--- config.mk ---
export PLATFORM = sky130hd
export DESIGN_NAME = game_controller
export DESIGN_NICKNAME = d
export VERILOG_FILES = /design/src/rtl/game_controller.sv
export SDC_FILE = /design/constraint.sdc
export NUM_CORES = 1
export LEC_CHECK = 0
export ABC_AREA = 0
export CORE_MARGIN = 2
export CORE_UTILIZATION = 52
export CTS_CLUSTER_SIZE = 28
export DETAILED_ROUTE_END_ITERATION = 16
export GPL_TIMING_DRIVEN = 0
export PLACE_DENSITY = 0.79
export SETUP_SLACK_MARGIN = 0.4
export SLEW_MARGIN = 30
export SYNTH_ARGS = -nofsm -noshare
export SYNTH_HDL_FRONTEND = slang
export SYNTH_SLANG_ARGS = --single-unit
--- constraint.sdc ---
create_clock -name clk -period 3.2 [get_ports clk]
set_input_delay 0.32 -clock clk [delete_from_list [all_inputs] [get_ports clk]]
set_output_delay 0.32 -clock clk [all_outputs]
set_load 0.02 [all_outputs]
--- src/rtl/game_controller.sv ---
// Breakout-style game sequencer: tracks game phase, lives and score from
// paddle/ball events and paces SERVE/LOST waits on synchronized vsync frames.
module game_controller #(
    parameter int LIVES_INIT   = 3,
    parameter int SERVE_FRAMES = 60
) (
    input  logic        clk,
    input  logic        rst,
    input  logic        vsync,
    input  logic        start_n,
    input  logic        pause_sw,
    input  logic        brick_hit,
    input  logic        ball_lost,
    input  logic        all_cleared,
    output logic [2:0]  state,
    output logic        paddle_enable,
    output logic        ball_enable,
    output logic        ball_launch,
    output logic        frame_tick,
    output logic [1:0]  lives,
    output logic [11:0] score
);

    typedef enum logic [2:0] {
        S_IDLE  = 3'd0,
        S_SERVE = 3'd1,
        S_PLAY  = 3'd2,
        S_LOST  = 3'd3,
        S_PAUSE = 3'd4,
        S_OVER  = 3'd5,
        S_WIN   = 3'd6
    } state_t;

    localparam logic [7:0]  SERVE_LAST  = 8'(SERVE_FRAMES - 1);
    localparam logic [1:0]  LIVES_START = 2'(LIVES_INIT);
    localparam logic [11:0] SCORE_MAX   = 12'd4095;

    state_t      state_r, state_next_s;
    logic [1:0]  lives_r, lives_next_s;
    logic [11:0] score_r, score_next_s;
    logic [7:0]  frame_cnt_r;
    logic        paddle_en_r, ball_en_r, launch_r, frame_tick_r;
    logic        paddle_next_s, ball_next_s, launch_next_s;
    logic [1:0]  rst_sync_r;
    logic        vs_meta_r, vs_sync_r, vs_prev_r;
    logic        st_meta_r, st_sync_r, st_prev_r;
    logic        run_s, start_evt_s, frames_done_s;

    // Input synchronizers, edge detectors and reset-release synchronizer.
    always_ff @(posedge clk or negedge rst) begin
        if (!rst) begin
            rst_sync_r   <= 2'b00;
            vs_meta_r    <= 1'b1;
            vs_sync_r    <= 1'b1;
            vs_prev_r    <= 1'b1;
            st_meta_r    <= 1'b1;
            st_sync_r    <= 1'b1;
            st_prev_r    <= 1'b1;
            frame_tick_r <= 1'b0;
        end else begin
            rst_sync_r   <= {rst_sync_r[0], 1'b1};
            vs_meta_r    <= vsync;
            vs_sync_r    <= vs_meta_r;
            vs_prev_r    <= vs_sync_r;
            st_meta_r    <= start_n;
            st_sync_r    <= st_meta_r;
            st_prev_r    <= st_sync_r;
            frame_tick_r <= vs_prev_r & ~vs_sync_r;
        end
    end

    // Game logic only advances once reset release has passed through both flops.
    assign run_s         = rst_sync_r[1];
    assign start_evt_s   = st_prev_r & ~st_sync_r;
    assign frames_done_s = frame_tick_r && (frame_cnt_r == SERVE_LAST);

    // Next-state, lives/score update and next values of the registered outputs.
    always_comb begin
        state_next_s  = state_r;
        lives_next_s  = lives_r;
        score_next_s  = score_r;
        launch_next_s = 1'b0;
        case (state_r)
            S_IDLE, S_OVER, S_WIN: begin
                if (start_evt_s) begin
                    state_next_s = S_SERVE;
                    lives_next_s = LIVES_START;
                    score_next_s = 12'd0;
                end else begin
                    state_next_s = state_r;
                end
            end
            S_SERVE: begin
                if (frames_done_s) begin
                    state_next_s  = S_PLAY;
                    launch_next_s = 1'b1;
                end else begin
                    state_next_s = S_SERVE;
                end
            end
            S_PLAY: begin
                // A hit is scored even when this cycle also ends the rally.
                if (brick_hit && (score_r != SCORE_MAX)) begin
                    score_next_s = score_r + 12'd1;
                end else begin
                    score_next_s = score_r;
                end
                if (all_cleared) begin
                    state_next_s = S_WIN;
                end else if (ball_lost) begin
                    if (lives_r == 2'd1) begin
                        state_next_s = S_OVER;
                        lives_next_s = 2'd0;
                    end else begin
                        state_next_s = S_LOST;
                        lives_next_s = lives_r - 2'd1;
                    end
                end else if (pause_sw) begin
                    state_next_s = S_PAUSE;
                end else begin
                    state_next_s = S_PLAY;
                end
            end
            S_LOST: begin
                if (frames_done_s) begin
                    state_next_s = S_SERVE;
                end else begin
                    state_next_s = S_LOST;
                end
            end
            S_PAUSE: begin
                if (!pause_sw) begin
                    state_next_s = S_PLAY;
                end else begin
                    state_next_s = S_PAUSE;
                end
            end
            default: state_next_s = S_IDLE;
        endcase
        paddle_next_s = (state_next_s == S_SERVE) || (state_next_s == S_PLAY);
        ball_next_s   = (state_next_s == S_PLAY);
    end

    // State and output registers; frame counter restarts on every state entry.
    always_ff @(posedge clk or negedge rst) begin
        if (!rst) begin
            state_r     <= S_IDLE;
            lives_r     <= 2'd0;
            score_r     <= 12'd0;
            frame_cnt_r <= 8'd0;
            paddle_en_r <= 1'b0;
            ball_en_r   <= 1'b0;
            launch_r    <= 1'b0;
        end else if (run_s) begin
            state_r     <= state_next_s;
            lives_r     <= lives_next_s;
            score_r     <= score_next_s;
            paddle_en_r <= paddle_next_s;
            ball_en_r   <= ball_next_s;
            launch_r    <= launch_next_s;
            if (state_next_s != state_r) begin
                frame_cnt_r <= 8'd0;
            end else if (frame_tick_r) begin
                frame_cnt_r <= frame_cnt_r + 8'd1;
            end else begin
                frame_cnt_r <= frame_cnt_r;
            end
        end
    end

    assign state         = state_r;
    assign lives         = lives_r;
    assign score         = score_r;
    assign paddle_enable = paddle_en_r;
    assign ball_enable   = ball_en_r;
    assign ball_launch   = launch_r;
    assign frame_tick    = frame_tick_r;

endmodule

==> results_dict.tcl <==
set metrics [dict create \
    cp_num_cells 6 \
    place_ws_ns 0.625 \
    ctsResizeCount 0 \
    dpl.hpwl_um 3100 \
    slew-limit-headroom_pct 48.4 \
    wl_per_cell_um 15.3 \
    synth_flop_cell "dfrtp_1" \
    cts_buffer_depth 2 \
    irDropWorstVdd_uv 300 \
    numPortBuffers 28 \
    drv_slew 0 \
    arrival_ns 2.55 \
    dieArea_mm2 0.00447 \
    die_y_um 66.9 \
    period_share_pct 72.9 \
    start_util_pct 54.9 \
    critPathMaxFanout 8 \
    whs_ns 0.355 \
    overflow 0 \
    layout_commonest_cell "dfrtp_1" \
    end_kind "flop" \
    area_growth_pct 22.2 \
    num_vias 1652 \
    sw_frac_of_total_pct 36.9 \
    grt_max_degree 23 \
    r2r_cells 6 \
    yosys_register_bits 37 \
    path_class "reg2reg" \
    grt_pass1_wl_um 7300 \
    yosysWarningCount 0 \
    hold_viol 0 \
    final_core_util_pct 67.1 \
    place_area_mm2 0.00242 \
    final_cell_mix "dfrtp_1 (31), clkdlybuf4s50_1 (27), nor2_1 (20)" \
    min_path_type "reg2reg" \
    worst_clock_skew_ns 0.00899 \
    synth_enable_flop_cells 0 \
    clk_latency_ns 0.28 \
    cts_setup_buffers 0 \
    syn_area_mm2 0.00206 \
    power_switching_mw 0.553 \
    cts_sinks 37 \
    diodes 0 \
    r2r_slack_ns 0.87 \
    internal_power_mw 0.945 \
    netlist.area_leader.share_pct 37.7 \
    seq_power_share_pct 38.7 \
    drv_cap 0 \
    nNetsFinal 243 \
    worst_setup_path_start_kind "flop" \
    routabilityCongestion 0.867 \
    grt_pass1_vias 1539 \
    syn_avg_cell_area_um2 10.5 \
    ctsHtreeMaxLevel 2 \
    period_minus_slack_ns 2.33 \
    fp.dieW_um 66.9 \
    grt_setup_unrepaired "false" \
    gr-usage-all-layers_pct 21.6 \
    setup_viol 0 \
    core_area_mm2 0.00374 \
    tightest_slew_ns 0.764 \
    hold-path-cell-count 0 \
    tns_ns 0 \
    ant_nets 0 \
    drc 0 \
    wirelength_um 4290 \
    crit_chain "ha_1, mux2_2, o21ai_0, o21ai_2, nor4b_4, a22o_1" \
    required_ns 3.41 \
    max_freq_mhz 429 \
    ys_seq_area_share_pct 45.4 \
    fp-row-count 22 \
    holdBufCountCts 1 \
    cp.buffers_inverters 0 \
    async_flop_share_pct 100 \
    synthCells 195 \
    synthTopCellsByArea "dfrtp_1 (38%), dfstp_2 (7.7%), xor2_1 (3.8%)" \
    crit_family "compound AO/OA/AOI/OAI gates" \
    syn_nets 206 \
    dr.pass1.iters 4 \
    synth_top_area_cell "dfrtp_1" \
    worst_slack_ns 0.867 \
    vias_per_cell 5.88 \
    clkTransAtPathRegs_ns 0.08 \
    p_leak_nw 1.06 \
    cts_tree "done" \
    p_clk_share_pct 20.6 \
    drive_above_1_share_pct 16.3 \
    numCtsBuffers 5 \
    first_iter_violations 106 \
    combPwrFrac_pct 40.6 \
    status "finished, final reports clean" \
    antenna_found_initial 0 \
    cts_root_buffer "clkbuf_8" \
    p_per_area_mw_per_mm2 597 \
    ys_types 60 \
    ios 29 \
    stdcell_area_mm2 0.00251 \
    max_stage_delay_ns 0.48 \
    cpMaxStageDelayCell "nor4b_4" \
]
[sequential cells by signal (all words and copies together) (netlist names)]
| name | flops |
|---|---|
| vs_meta_r | 1 |
| frame_cnt_r | 8 |
| st_meta_r | 1 |
| rst_sync_r | 2 |
| frame_tick | 1 |
| state | 3 |
| ball_launch | 1 |
| lives | 2 |
| ball_enable | 1 |
| paddle_enable | 1 |
| st_prev_r | 1 |
| vs_prev_r | 1 |
| st_sync_r | 1 |
| vs_sync_r | 1 |
| score | 12 |
[per-stage QoR]
step,power (mW),cells
after global placement,1.18,271
after CTS,1.51,281
after detailed placement,1.20,272
final,1.50,281
after global routing,1.60,281
after floorplan,1.00,195
[worst paths after layout]
check                                         from                    endpoint
max in group asynchronous                      rst         vs_meta_r$_DFF_PN1_
min reg2reg                rst_sync_r[0]$_DFF_PN0_     rst_sync_r[1]$_DFF_PN0_
min                        rst_sync_r[0]$_DFF_PN0_     rst_sync_r[1]$_DFF_PN0_
max reg2reg                   lives[0]$_DFFE_PN0P_  frame_cnt_r[6]$_DFFE_PN0P_
max                           lives[0]$_DFFE_PN0P_  frame_cnt_r[6]$_DFFE_PN0P_
min in group asynchronous                      rst        lives[0]$_DFFE_PN0P_
[cell families after synthesis]
logic type	share of synthesized area, %
compound gates	20.4
xor+xnor	4.26
fa+ha+maj	1.83
buf+inv	3.96
flops	45.4
mux	1.64
other cells	0.182
simple gates	22.3
[routing by layer]
layer,GRT usage [%],share of wire [%],vias to the layer above,wire (µm)
met5,0,0,-,0
met4,5.61,0.79,0,34
met3,5.24,5.6,4,242
met2,34.1,47,45,2010
met1,29.9,47,791,2010
li1,-,-,812,-
[power groups by stage]
stage               clock network, mW  registers [mW]  logic, mW
CTS                             0.320           0.582      0.611
global placement                    0           0.588      0.596
detailed placement                  0           0.590      0.607
floorplan                           0           0.631      0.371
global route                    0.347           0.593      0.660
finish                          0.309           0.580      0.609
[Yosys cell counts (2+ instances only)]
cell type	number
o211ai_1	4
o41ai_1	5
buf_2	2
ha_1	3
nor2_1	20
o2111ai_1	6
and2_1	3
nand4_1	2
inv_1	4
nor3_1	6
a22o_1	5
and4_1	4
dfstp_2	6
dfrtp_1	31
o22ai_1	3
a22o_2	2
buf_6	3
nor4_1	3
buf_4	2
a21oi_1	5
and3_1	4
clkbuf_1	2
o21ai_0	7
nand2_1	9
xor2_1	9
nor3b_1	2
nor2b_1	5
nand2b_1	4
mux2_2	3
[area by class of cell]
cell class / instances / area (µm²)
Multi-Input combinational cell: 145 / 1040
Clock buffer: 6 / 72.6
Inverter: 4 / 15.0
Tap cell: 48 / 60.1
Timing Repair Buffer: 30 / 313
Fill cell: 309 / 1230
Sequential cell: 37 / 933
Buffer: 9 / 66.3
Clock inverter: 2 / 10.0
Power figures use the tool's default switching activity.
